## src/rtl/mem_port_arbiter_if.sv

```systemverilog
// Fetch port, load/store port and memory-macro signals of mem_port_arbiter.
// master: the arbiter's view; slave: the core/memory side.
interface mem_port_arbiter_if #(
  parameter int N = 1024
);
  localparam int AW = $clog2(N);

  logic          if_req;
  logic [AW-1:0] if_addr;
  logic [31:0]   if_rdata;
  logic          if_ack;
  logic          d_req;
  logic          d_we;
  logic [AW-1:0] d_addr;
  logic [31:0]   d_wdata;
  logic [31:0]   d_rdata;
  logic          d_ack;
  logic          mem_en;
  logic          mem_we;
  logic [AW-1:0] mem_addr;
  logic [31:0]   mem_wdata;
  logic [31:0]   mem_rdata;

  modport master (
    input  if_req, if_addr, d_req, d_we, d_addr, d_wdata, mem_rdata,
    output if_rdata, if_ack, d_rdata, d_ack, mem_en, mem_we, mem_addr, mem_wdata
  );

  modport slave (
    output if_req, if_addr, d_req, d_we, d_addr, d_wdata, mem_rdata,
    input  if_rdata, if_ack, d_rdata, d_ack, mem_en, mem_we, mem_addr, mem_wdata
  );
endinterface

```

## src/rtl/mem_port_arbiter.sv

```systemverilog
// Single-port memory arbiter between fetch and load/store ports, fixed read latency.
// Define MEM_ARB_ROUND_ROBIN_EN for round-robin contention; default is data-port priority.
module mem_port_arbiter #(
  parameter int N       = 1024,
  parameter int MEM_LAT = 1
) (
  input  logic                CLK,
  input  logic                RST,
  mem_port_arbiter_if.master  bus,
  output logic                busy
);
  localparam int AW = $clog2(N);

  if (MEM_LAT < 1 || MEM_LAT > 4) begin : g_lat_check
    $error("mem_port_arbiter: MEM_LAT=%0d outside 1..4", MEM_LAT);
  end

  typedef enum logic [1:0] {IDLE, ISSUE, WAIT, RESP} state_t;

  state_t        state, state_nxt;
  logic [2:0]    cnt;
  logic          grant_d, grant_d_nxt;
  logic [AW-1:0] addr_q;
  logic          we_q;
  logic [31:0]   wdata_q;
  logic [31:0]   if_rdata_q;
  logic [31:0]   d_rdata_q;

`ifdef MEM_ARB_ROUND_ROBIN_EN
  logic          last_d;

  always_comb begin
    grant_d_nxt = bus.d_req;
    if (bus.d_req && bus.if_req) grant_d_nxt = ~last_d;
  end

  always_ff @(posedge CLK or posedge RST) begin
    if (RST)                                             last_d <= 1'b0;
    else if (state == IDLE && (bus.if_req || bus.d_req)) last_d <= grant_d_nxt;
  end
`else
  always_comb begin
    grant_d_nxt = bus.d_req;
  end
`endif

  always_ff @(posedge CLK or posedge RST) begin
    if (RST) state <= IDLE;
    else     state <= state_nxt;
  end

  always_comb begin
    state_nxt = state;
    case (state)
      IDLE:    if (bus.if_req || bus.d_req) state_nxt = ISSUE;
      ISSUE:   state_nxt = WAIT;
      WAIT:    if (cnt == 3'd1) state_nxt = RESP;
      RESP:    state_nxt = IDLE;
      default: state_nxt = IDLE;
    endcase
  end

  // Request is latched in IDLE so mem_addr/mem_wdata stay stable through RESP
  always_ff @(posedge CLK or posedge RST) begin
    if (RST) begin
      cnt        <= '0;
      grant_d    <= 1'b0;
      addr_q     <= '0;
      we_q       <= 1'b0;
      wdata_q    <= '0;
      if_rdata_q <= '0;
      d_rdata_q  <= '0;
    end else begin
      case (state)
        IDLE: if (bus.if_req || bus.d_req) begin
          grant_d <= grant_d_nxt;
          addr_q  <= grant_d_nxt ? bus.d_addr : bus.if_addr;
          we_q    <= grant_d_nxt & bus.d_we;
          wdata_q <= bus.d_wdata;
        end
        ISSUE: cnt <= 3'(MEM_LAT);
        WAIT: begin
          cnt <= cnt - 3'd1;
          if (cnt == 3'd1 && !we_q) begin
            if (grant_d) d_rdata_q  <= bus.mem_rdata;
            else         if_rdata_q <= bus.mem_rdata;
          end
        end
        default: ;
      endcase
    end
  end

  always_comb begin
    bus.mem_en = (state == ISSUE);
    bus.mem_we = (state == ISSUE) && we_q;
    bus.if_ack = (state == RESP) && !grant_d;
    bus.d_ack  = (state == RESP) && grant_d;
    busy       = (state != IDLE);
  end

  assign bus.mem_addr  = addr_q;
  assign bus.mem_wdata = wdata_q;
  assign bus.if_rdata  = if_rdata_q;
  assign bus.d_rdata   = d_rdata_q;
endmodule
```

## src/flat_wrapper.sv

```systemverilog
// flat-port wrapper written by rule: the top's interface ports become plain ports
module mem_port_arbiter_flat 
#(
  parameter int N       = 1024,
  parameter int MEM_LAT = 1
)
  (CLK, RST, busy, bus_if_req, bus_if_addr, bus_d_req, bus_d_we, bus_d_addr, bus_d_wdata, bus_mem_rdata, bus_if_rdata, bus_if_ack, bus_d_rdata, bus_d_ack, bus_mem_en, bus_mem_we, bus_mem_addr, bus_mem_wdata);
  mem_port_arbiter_if #(.N(N)) bus_i ();
  input  logic CLK;
  input  logic RST;
  output logic busy;
  input wire logic [$bits(bus_i.if_req)-1:0] bus_if_req;
  input wire logic [$bits(bus_i.if_addr)-1:0] bus_if_addr;
  input wire logic [$bits(bus_i.d_req)-1:0] bus_d_req;
  input wire logic [$bits(bus_i.d_we)-1:0] bus_d_we;
  input wire logic [$bits(bus_i.d_addr)-1:0] bus_d_addr;
  input wire logic [$bits(bus_i.d_wdata)-1:0] bus_d_wdata;
  input wire logic [$bits(bus_i.mem_rdata)-1:0] bus_mem_rdata;
  output wire logic [$bits(bus_i.if_rdata)-1:0] bus_if_rdata;
  output wire logic [$bits(bus_i.if_ack)-1:0] bus_if_ack;
  output wire logic [$bits(bus_i.d_rdata)-1:0] bus_d_rdata;
  output wire logic [$bits(bus_i.d_ack)-1:0] bus_d_ack;
  output wire logic [$bits(bus_i.mem_en)-1:0] bus_mem_en;
  output wire logic [$bits(bus_i.mem_we)-1:0] bus_mem_we;
  output wire logic [$bits(bus_i.mem_addr)-1:0] bus_mem_addr;
  output wire logic [$bits(bus_i.mem_wdata)-1:0] bus_mem_wdata;
  assign bus_i.if_req = bus_if_req;
  assign bus_i.if_addr = bus_if_addr;
  assign bus_i.d_req = bus_d_req;
  assign bus_i.d_we = bus_d_we;
  assign bus_i.d_addr = bus_d_addr;
  assign bus_i.d_wdata = bus_d_wdata;
  assign bus_i.mem_rdata = bus_mem_rdata;
  assign bus_if_rdata = bus_i.if_rdata;
  assign bus_if_ack = bus_i.if_ack;
  assign bus_d_rdata = bus_i.d_rdata;
  assign bus_d_ack = bus_i.d_ack;
  assign bus_mem_en = bus_i.mem_en;
  assign bus_mem_we = bus_i.mem_we;
  assign bus_mem_addr = bus_i.mem_addr;
  assign bus_mem_wdata = bus_i.mem_wdata;
  mem_port_arbiter #(.N(N), .MEM_LAT(MEM_LAT)) u_core (.CLK(CLK), .RST(RST), .bus(bus_i), .busy(busy));
endmodule
```

## config.mk

```make
export PLATFORM = sky130hd
export DESIGN_NAME = mem_port_arbiter_flat
export DESIGN_NICKNAME = d
export VERILOG_FILES = /design/src/rtl/mem_port_arbiter_if.sv /design/src/rtl/mem_port_arbiter.sv /design/src/flat_wrapper.sv
export SDC_FILE = /design/constraint.sdc
export NUM_CORES = 1
export LEC_CHECK = 0
export ABC_AREA = 1
export CAP_MARGIN = 40
export CORE_ASPECT_RATIO = 1.2
export CORE_UTILIZATION = 45
export DETAILED_ROUTE_END_ITERATION = 8
export GPL_TIMING_DRIVEN = 0
export PLACE_DENSITY = 0.84
export RECOVER_POWER = 50
export SYNTH_ARGS = -nofsm -noshare
export SYNTH_HDL_FRONTEND = slang
export SYNTH_SLANG_ARGS = --single-unit
```

## constraint.sdc

```tcl
create_clock -name CLK -period 9.4 [get_ports CLK]
set_input_delay 1.88 -clock CLK [delete_from_list [all_inputs] [get_ports CLK]]
set_output_delay 1.88 -clock CLK [all_outputs]
set_load 0.05 [all_outputs]
```

Word-level counts from Yosys, hierarchy flattened
Cells that the tools add are included.
- add/sub/neg operators: 1
- multiply operators: 0
- divide/modulo/power cells: 0
- magnitude comparators: 0
- equal/unequal tests: 6
- shifts and indexed selects: 0
- mux-type cells: 5
- bitwise gates (word level): 2
- reduce and logical (&&, ||, !) cells: 14
- operators with widths (kind ; number):
    two-way mux 10 bit ; 1
    case mux 2 bit (4 select lines) ; 1
    case mux 3 bit (2 select lines) ; 1
    AND reduction 3 bit ; 2
    == test 2 bit, second input constant ; 2
    logical AND 1 bit ; 4
    two-way mux 2 bit ; 2
    inequality test 2 x 1 -> 1 bit, second input constant ; 2
    AND reduction 2 bit ; 2
    nonzero test 2 bit ; 2
    == test 3 x 1 -> 1 bit, second input constant ; 1
    subtractor 3 x 1 -> 3 bit, second input constant ; 1
    == test 2 x 1 -> 1 bit, second input constant ; 1
    logical NOT 1 bit ; 2
    logical NOT 2 bit ; 1
    AND 1 bit ; 1
    logical OR 1 bit ; 1
    NOT 1 bit ; 1
- register bits: 113
- latch bits: 0
- memory bits (writable): 0
- memory bits (read-only): 0
- output and inout port bits: 111
- word-level logic and storage cells: 36
- memories kept: 0

Depth between registers and ports, before layout
Gate-level depths: netlist of the first run.
- depth in word-level cells: 3
- gate-level depth with buffers: 8

Worst setup path after synthesis of the first run
OpenSTA, ideal clock, no wires.
- path type: flip-flop to output port
- from: register u_core.state[1]
- to: output port bus_mem_we
- arrival time: 1.374 ns
- data required time: 7.520 ns
- setup slack: 6.146 ns
- cell stages (with the launch flop): 5
- path buffers: 0
- cells stage by stage: dfrtp_1 -> inv_1 -> ha_1 -> nand2_1 -> inv_1
- cells in the longest elaborated chain, start to end: 2
- ends and longest elaborated chain (element ; line ; source):
    from (decl) ; mem_port_arbiter.sv:20 ; state_t state, state_nxt;
    from (signal assigned) ; mem_port_arbiter.sv:49 ; else state <= state_nxt;
    == test 2 x 1 -> 1 bit ; - ;
    via bus_mem_en ; flat_wrapper.sv:23 ; output wire logic [$bits(bus_i.mem_en)-1:0] bus_mem_en;
    logical AND 1 bit ; mem_port_arbiter.sv:96 ; bus.mem_we = (state == ISSUE) && we_q;
    to (decl) ; flat_wrapper.sv:24 ; output wire logic [$bits(bus_i.mem_we)-1:0] bus_mem_we;
The timed path passes the listed nets, and every way through them passes these cells.

Final worst setup path of the first run
- from: register u_core.grant_d
- to: output port bus_d_ack
- cells in the longest elaborated chain, start to end: 1
- ends and longest elaborated chain (element ; line ; source):
    from (decl) ; mem_port_arbiter.sv:22 ; logic grant_d, grant_d_nxt;
    from (signal assigned) ; mem_port_arbiter.sv:76 ; grant_d <= grant_d_nxt;
    logical AND 1 bit ; mem_port_arbiter.sv:98 ; bus.d_ack = (state == RESP) && grant_d;
    to (decl) ; flat_wrapper.sv:22 ; output wire logic [$bits(bus_i.d_ack)-1:0] bus_d_ack;
No other way between the ends.

==> results.yml, run 1 <==
worst_setup_path:
  worst_ep_arrival_time_ns: 2.13
  crit_path_end: "bus_d_ack"
  rr_startpoint: "u_core.state[0]"
  r2r_slack_ns: 7.53
  cp-end-kind: "primary output"
  ff2ff_path_depth: 7
  cp.required_ns: 7.52
  rr_endpoint: "u_core.bus.mem_addr[5]"
  path_class: "flop to primary output"
  critPathLaunch: "u_core.grant_d"
  crit_fanout: 10
  cp-start-kind: "flop"
floorplanning:
  core_um2: 10200
  ios: 200
  num_rows: 40
  dieArea_um2: 11000
  die_y_um: 115
  initial_core_util: 0.471
  fp.dieW_um: 96.1
timing:
  fin_skew_ns: 0.0100
  period_minus_slack_ns: 4.01
  worstMarginPinSlew_ns: 2.23
  setup_slack_ns: 5.39
  fmax_ghz: 0.249
  rsz0062_at_grt: "false"
  setup-tns-final_ns: 0
  slew_headroom: -0.498
  timing.final.crit_share: 0.427
  finalSetupViolations: 0
  hold_viol: 0
  finalHoldWorstSlack_ns: 0.468
  maxSlewViolCount: 50
final_layout:
  final_area_um2: 7550
  final_core_util: 0.743
  final_layout_size_suffix_gt1_frac: 0.0872
  nFillCells: 738
  area_growth_pct: 57.9
  stdcell_count: 910
  nets: 865
pwr:
  intPower_mw: 1.77
  p_seq_frac: 0.251
  powerDensity_nw_per_um2: 462
  leakagePower_nw: 3.79
  power.switching_mw: 1.72
  irDropWorstVdd_uv: 237
  p_comb_frac: 0.564
  clockPowerShare: 0.185
  swShare: 0.492
  report.power.total_mw: 3.49
yosys:
  synth_cells: 550
  synthTopCellsByCount: "nand2_1 (299), dfrtp_1 (113), nand3_1 (66), buf_2 (16), inv_1 (14)"
  yosysWarnings: 0
  synth_xor_area_frac: 0
  synth_area_leaders: "dfrtp_1 (59%), nand2_1 (23%), nand3_1 (6.9%)"
  ys.flop_type: "dfrtp_1"
  synth.most_common_cell: "nand2_1"
  async_reset_ff_frac: 1.00
  synth_area_leader_cell: "dfrtp_1"
  syn-num-nets: 646
  ys_seq_elements: 113
  yosysSeqAreaShare: 0.591
  syn_avg_cell_area_um2: 8.70
  synth_top_family_by_area: "simple AND/OR/NAND/NOR gates"
  synth_edf_count: 0
  synth_area_um2: 4780
  synthDominantCellAreaShare: 0.591
  synth_fa_ha_area_frac: 0.0183
  synthSimpleGateAreaFrac: 0.322
  synth_mux_area_frac: 0
  synth_compound_area_frac: 0.00968
  ys_types: 17
placed_design:
  placed_area_um2: 6960
  port_buffers: 199
  hpwl_um: 10200
  gp_congestion: 0.813
  dp.cells: 876
  place_ws_ns: 5.81
cts:
  cts.path.max_buffers: 2
  cts_buffers: 17
  cts-root-buf: "clkbuf_16"
  cts.htree.levels: 4
  post_cts_resized: 0
  clk_latency_ns: 0.41
  post_cts_buffers: 0
  hold_buffers: 0
  clock-sinks: 113
  cts_tree: "done"
  clk_pin_slew_ns: 0.05
routing:
  drtPass1Iterations: 4
  ant_nets: 0
  dr_total_vias: 4589
  vias_per_cell: 5.04
  finalWirelength_um: 14200
  dr.first_iter.drc_count: 190
  wl_per_cell_um: 15.6
  drc: 0
global_route:
  grt_pass1_wl_um: 22700
  grt_usage: 0.274
  antenna_found_initial: 4
  grt_pass1_vias: 4762
  grt_max_degree: 65
  gr-total-overflow: 0
worst_hold_path:
  hp-class: "flop to flop"
outcome:
  violations: "max-capacitance violations, max-slew violations"
  status: "complete, but fails checks"
run:
  maxCapViolations: 1
state kept, by name, summed over array words and instances (netlist names):
signal                flops
u_core.we_q               1
u_core.bus.d_rdata       32
u_core.state              2
u_core.bus.mem_wdata     32
u_core.bus.mem_addr      10
u_core.grant_d            1
u_core.bus.if_rdata      32
u_core.cnt                3
layout by cell type (no fill, tap or decap):
| master | n |
|---|---|
| dfrtp_1 | 113 |
| or2_2 | 1 |
| nor2_8 | 1 |
| buf_2 | 16 |
| bufinv_16 | 3 |
| clkinvlp_2 | 1 |
| nor2_1 | 6 |
| clkinv_1 | 1 |
| clkdlybuf4s50_1 | 165 |
| clkinv_4 | 1 |
| clkinv_2 | 5 |
| dlygate4sd3_1 | 34 |
| ha_1 | 7 |
| diode_2 | 4 |
| nand3_1 | 66 |
| clkbuf_16 | 17 |
| nand2_2 | 1 |
| nor2_4 | 1 |
| buf_16 | 1 |
| buf_6 | 12 |
| nand2_1 | 299 |
| clkbuf_8 | 2 |
| inv_1 | 14 |
| inv_2 | 2 |
| nand3_2 | 2 |
| clkinvlp_4 | 2 |
| o21ai_0 | 7 |
cell families (layout without fill, tap and decap cells):
| kind of cell | Yosys count | in the layout |
|---|---|---|
| AOI/OAI and AO/OA | 7 | 7 |
| other | 0 | 4 |
| DFF | 113 | 113 |
| adders and majority gates | 7 | 7 |
| and+or+nand+nor | 377 | 377 |
| buffers and inverters | 46 | 276 |
power by group through the flow:
stage	Sequential, mW	Combinational [mW]	Clock (mW)
after floorplan	1.65	0.501	0
after global placement	0.865	1.92	0
after detailed placement	0.875	1.97	0
after CTS	0.877	1.99	0.650
after global routing	0.903	2.10	0.674
final	0.876	1.97	0.644
layer usage:
metal | track usage | vias up | wire [um]
met2 | 0.471 | 237 | 7260
met4 | 0.138 | 0 | 383
met3 | 0.114 | 37 | 1580
li1 | - | 2150 | -
met1 | 0.284 | 2165 | 4990
met5 | 0 | - | 0
final cells by class:
cell class	instances	area [um^2]	area share
Clock inverter	11	139	0.0184
Clock buffer	19	453	0.0600
Buffer	28	215	0.0285
Tap cell	126	158	0.0209
Multi-Input combinational cell	391	1660	0.220
Timing Repair Buffer	200	2020	0.267
Antenna cell	4	10.0	0.00133
Sequential cell	113	2830	0.374
Inverter	18	68.8	0.00911
worst max-delay path: stages (launching register included):
cell,delay [ns]
dfrtp_1,0.31
buf_2,0.22
buf_2,0.27
nand2_1,0.08
inv_1,0.05
clkdlybuf4s50_1,0.79
worst min path at each step:
stage / to / startpoint / depth (start not counted)
final: u_core.bus.d_rdata[7] / u_core.bus.d_rdata[7] / 2
after global routing: u_core.bus.d_rdata[26] / u_core.bus.d_rdata[26] / 2
after CTS: u_core.bus.d_rdata[7] / u_core.bus.d_rdata[7] / 2
after detailed placement: u_core.bus.d_rdata[24] / u_core.bus.d_rdata[24] / 2
after global placement: u_core.bus.if_rdata[8] / u_core.bus.if_rdata[8] / 2
after floorplan: u_core.state[1] / u_core.state[1] / 2
Power figures use the tool's default switching activity.
==> inputs of run 2 (changes only) <==
Settings changed: CORE_UTILIZATION 45 to 43, PLACE_DENSITY 0.84 to 0.81.
Clock period 9.4 ns to 4.2 ns, I/O delays scaled along.
==> run 2 against run 1 <==
The flow finishes with violations (design-rule violations, max-capacitance violations, max-slew violations). Register-to-register slack got worse by 5.3 ns. Clock skew rose by 0.00086 ns. Final cell count rose by 0.11%. Utilization fell by 3.6 points. Cell area barely moved. Non-clock buffer count did not move. Critical path type unchanged. Largest cell class unchanged.
==> results.yml, run 2 (synthesis results as in run 1) <==
final_layout:
  final_common_cell: "nand2_1"
  nFillCells: 826
  final_cell_mix: "nand2_1 (299), clkdlybuf4s50_1 (197), dfrtp_1 (113)"
  diodes: 0
  stdcell_count: 911
  area_growth_pct: 57.8
  final_layout_size_suffix_gt1_frac: 0.0742
  nets: 865
pwr:
  power.switching_mw: 3.79
  p_seq_frac: 0.247
  irDropWorstVdd_uv: 551
  leakagePower_nw: 3.77
  swShare: 0.482
  p_comb_frac: 0.555
  intPower_mw: 4.09
  clockPowerShare: 0.198
  powerDensity_nw_per_um2: 1040
floorplanning:
  dieArea_um2: 11600
  num_rows: 41
  initial_core_util: 0.448
  die_y_um: 118
  fp.dieW_um: 98.3
  core_um2: 10700
  ios: 200
cts:
  cts_buffers: 17
  cts_tree: "done"
  post_cts_buffers: 0
  hold_buffers: 0
  cts-root-buf: "clkbuf_16"
  clk_pin_slew_ns: 0.05
  post_cts_resized: 0
  clock-sinks: 113
  clk_latency_ns: 0.41
  cts.path.max_buffers: 2
  cts.htree.levels: 4
timing:
  timing.final.crit_share: 0.719
  worstMarginPinSlew_ns: 2.46
  maxSlewViolCount: 56
  hold_viol: 0
  fin_skew_ns: 0.0109
  finalHoldWorstSlack_ns: 0.466
  rsz0062_at_grt: "false"
  finalSetupViolations: 0
  fmax_ghz: 0.331
  slew_headroom: -0.649
  period_minus_slack_ns: 3.02
placed_design:
  dp.cells: 879
  hpwl_um: 10100
  gp_congestion: 0.831
  port_buffers: 199
outcome:
  violations: "design-rule violations, max-capacitance violations, max-slew violations"
  status: "complete, but fails checks"
worst_setup_path:
  worst_ep_arrival_time_ns: 2.18
  cp-start-kind: "flop"
  cp.required_ns: 3.36
  crit_fanout: 10
  cp-end-kind: "primary output"
  path_class: "flop to primary output"
routing:
  vias_per_cell: 4.90
  dr.first_iter.drc_count: 171
  dr_total_vias: 4462
  drtPass1Iterations: 9
  wl_per_cell_um: 14.9
  drc: 14
  finalWirelength_um: 13600
  ant_nets: 0
global_route:
  antenna_found_initial: 0
  gr-total-overflow: 0
  grt_max_degree: 59
  grt_usage: 0.251
  grt_pass1_vias: 4739
  grt_pass1_wl_um: 22800
worst_hold_path:
  hp-class: "flop to flop"
run:
  maxCapViolations: 1
run 2: cell count changes in the layout (fill, tap and decap cells not counted), sizes merged:
| cell | previous run | this run |
|---|---|---|
| dlygate4sd3 | 34 | 2 |
| buf | 29 | 22 |
| clkdlybuf4s50 | 165 | 197 |
| diode | 4 | 0 |
| clkinv | 7 | 5 |
| bufinv | 3 | 5 |
| clkinvlp | 3 | 2 |
| clkbuf | 19 | 29 |
run 2: power by group through the flow:
stage / combinational [mW] / clock (mW) / sequential [mW]
3_5_place_dp: 4.41 / 0 / 1.95
5_1_grt: 4.63 / 1.63 / 2.02
6_report: 4.38 / 1.56 / 1.94
2_1_floorplan: 1.12 / 0 / 3.70
3_3_place_gp: 4.32 / 0 / 1.93
4_1_cts: 4.44 / 1.57 / 1.95
run 2: cell type report:
| type | instances | area (um^2) | area share |
|---|---|---|---|
| clock buffers | 22 | 464 | 0.0615 |
| plain buffers | 28 | 169 | 0.0224 |
| inverters | 18 | 68.8 | 0.00912 |
| multi-input cells | 391 | 1660 | 0.219 |
| clock inverters | 10 | 181 | 0.0240 |
| well taps | 129 | 161 | 0.0214 |
| flip-flops and latches | 113 | 2830 | 0.375 |
| repair buffers | 200 | 2020 | 0.268 |
run 2: critical path, cell delays in order (launching register included):
cell	delay (ns)
dfrtp_1	0.31
buf_2	0.22
buf_2	0.26
nand2_1	0.11
inv_1	0.07
clkdlybuf4s50_1	0.80
run 2: final timing paths:
path	start	to	slack, ns	depth (start not counted)
setup / recovery	u_core.grant_d	bus_d_ack	1.18	5
hold / removal	u_core.bus.if_rdata[26]	u_core.bus.if_rdata[26]	0.47	2
setup reg to reg	u_core.state[0]	u_core.bus.d_rdata[14]	2.22	8
hold reg to reg	u_core.bus.if_rdata[26]	u_core.bus.if_rdata[26]	0.47	2
max in group asynchronous	RST	u_core.bus.d_rdata[16]	1.50	2
min in group asynchronous	RST	u_core.bus.mem_wdata[27]	1.57	2
run 2: stage by stage:
| step | power, mW | cell area [um^2] | setup slack [ns] | utilization | setup TNS, ns |
|---|---|---|---|---|---|
| 3_3_place_gp | 6.25 | 6940 | -1.16 | 0.650 | -130.11 |
| 6_report | 7.88 | 7550 | 1.18 | 0.707 | 0 |
| 5_1_grt | 8.28 | 7550 | 1.05 | 0.707 | 0 |
| 3_5_place_dp | 6.37 | 6970 | 1.58 | 0.653 | 0 |
| 4_1_cts | 7.96 | 7610 | 1.15 | 0.713 | 0 |
| 2_1_floorplan | 4.82 | 4780 | 0.373 | - | 0 |
run 2: routing by layer:
layer | up-vias | GRT usage | wire length [um]
met5 | - | 0 | 0
met4 | 0 | 0.0830 | 188
met3 | 17 | 0.0831 | 1220
met2 | 191 | 0.454 | 7050
met1 | 2103 | 0.274 | 5120
li1 | 2151 | - | -
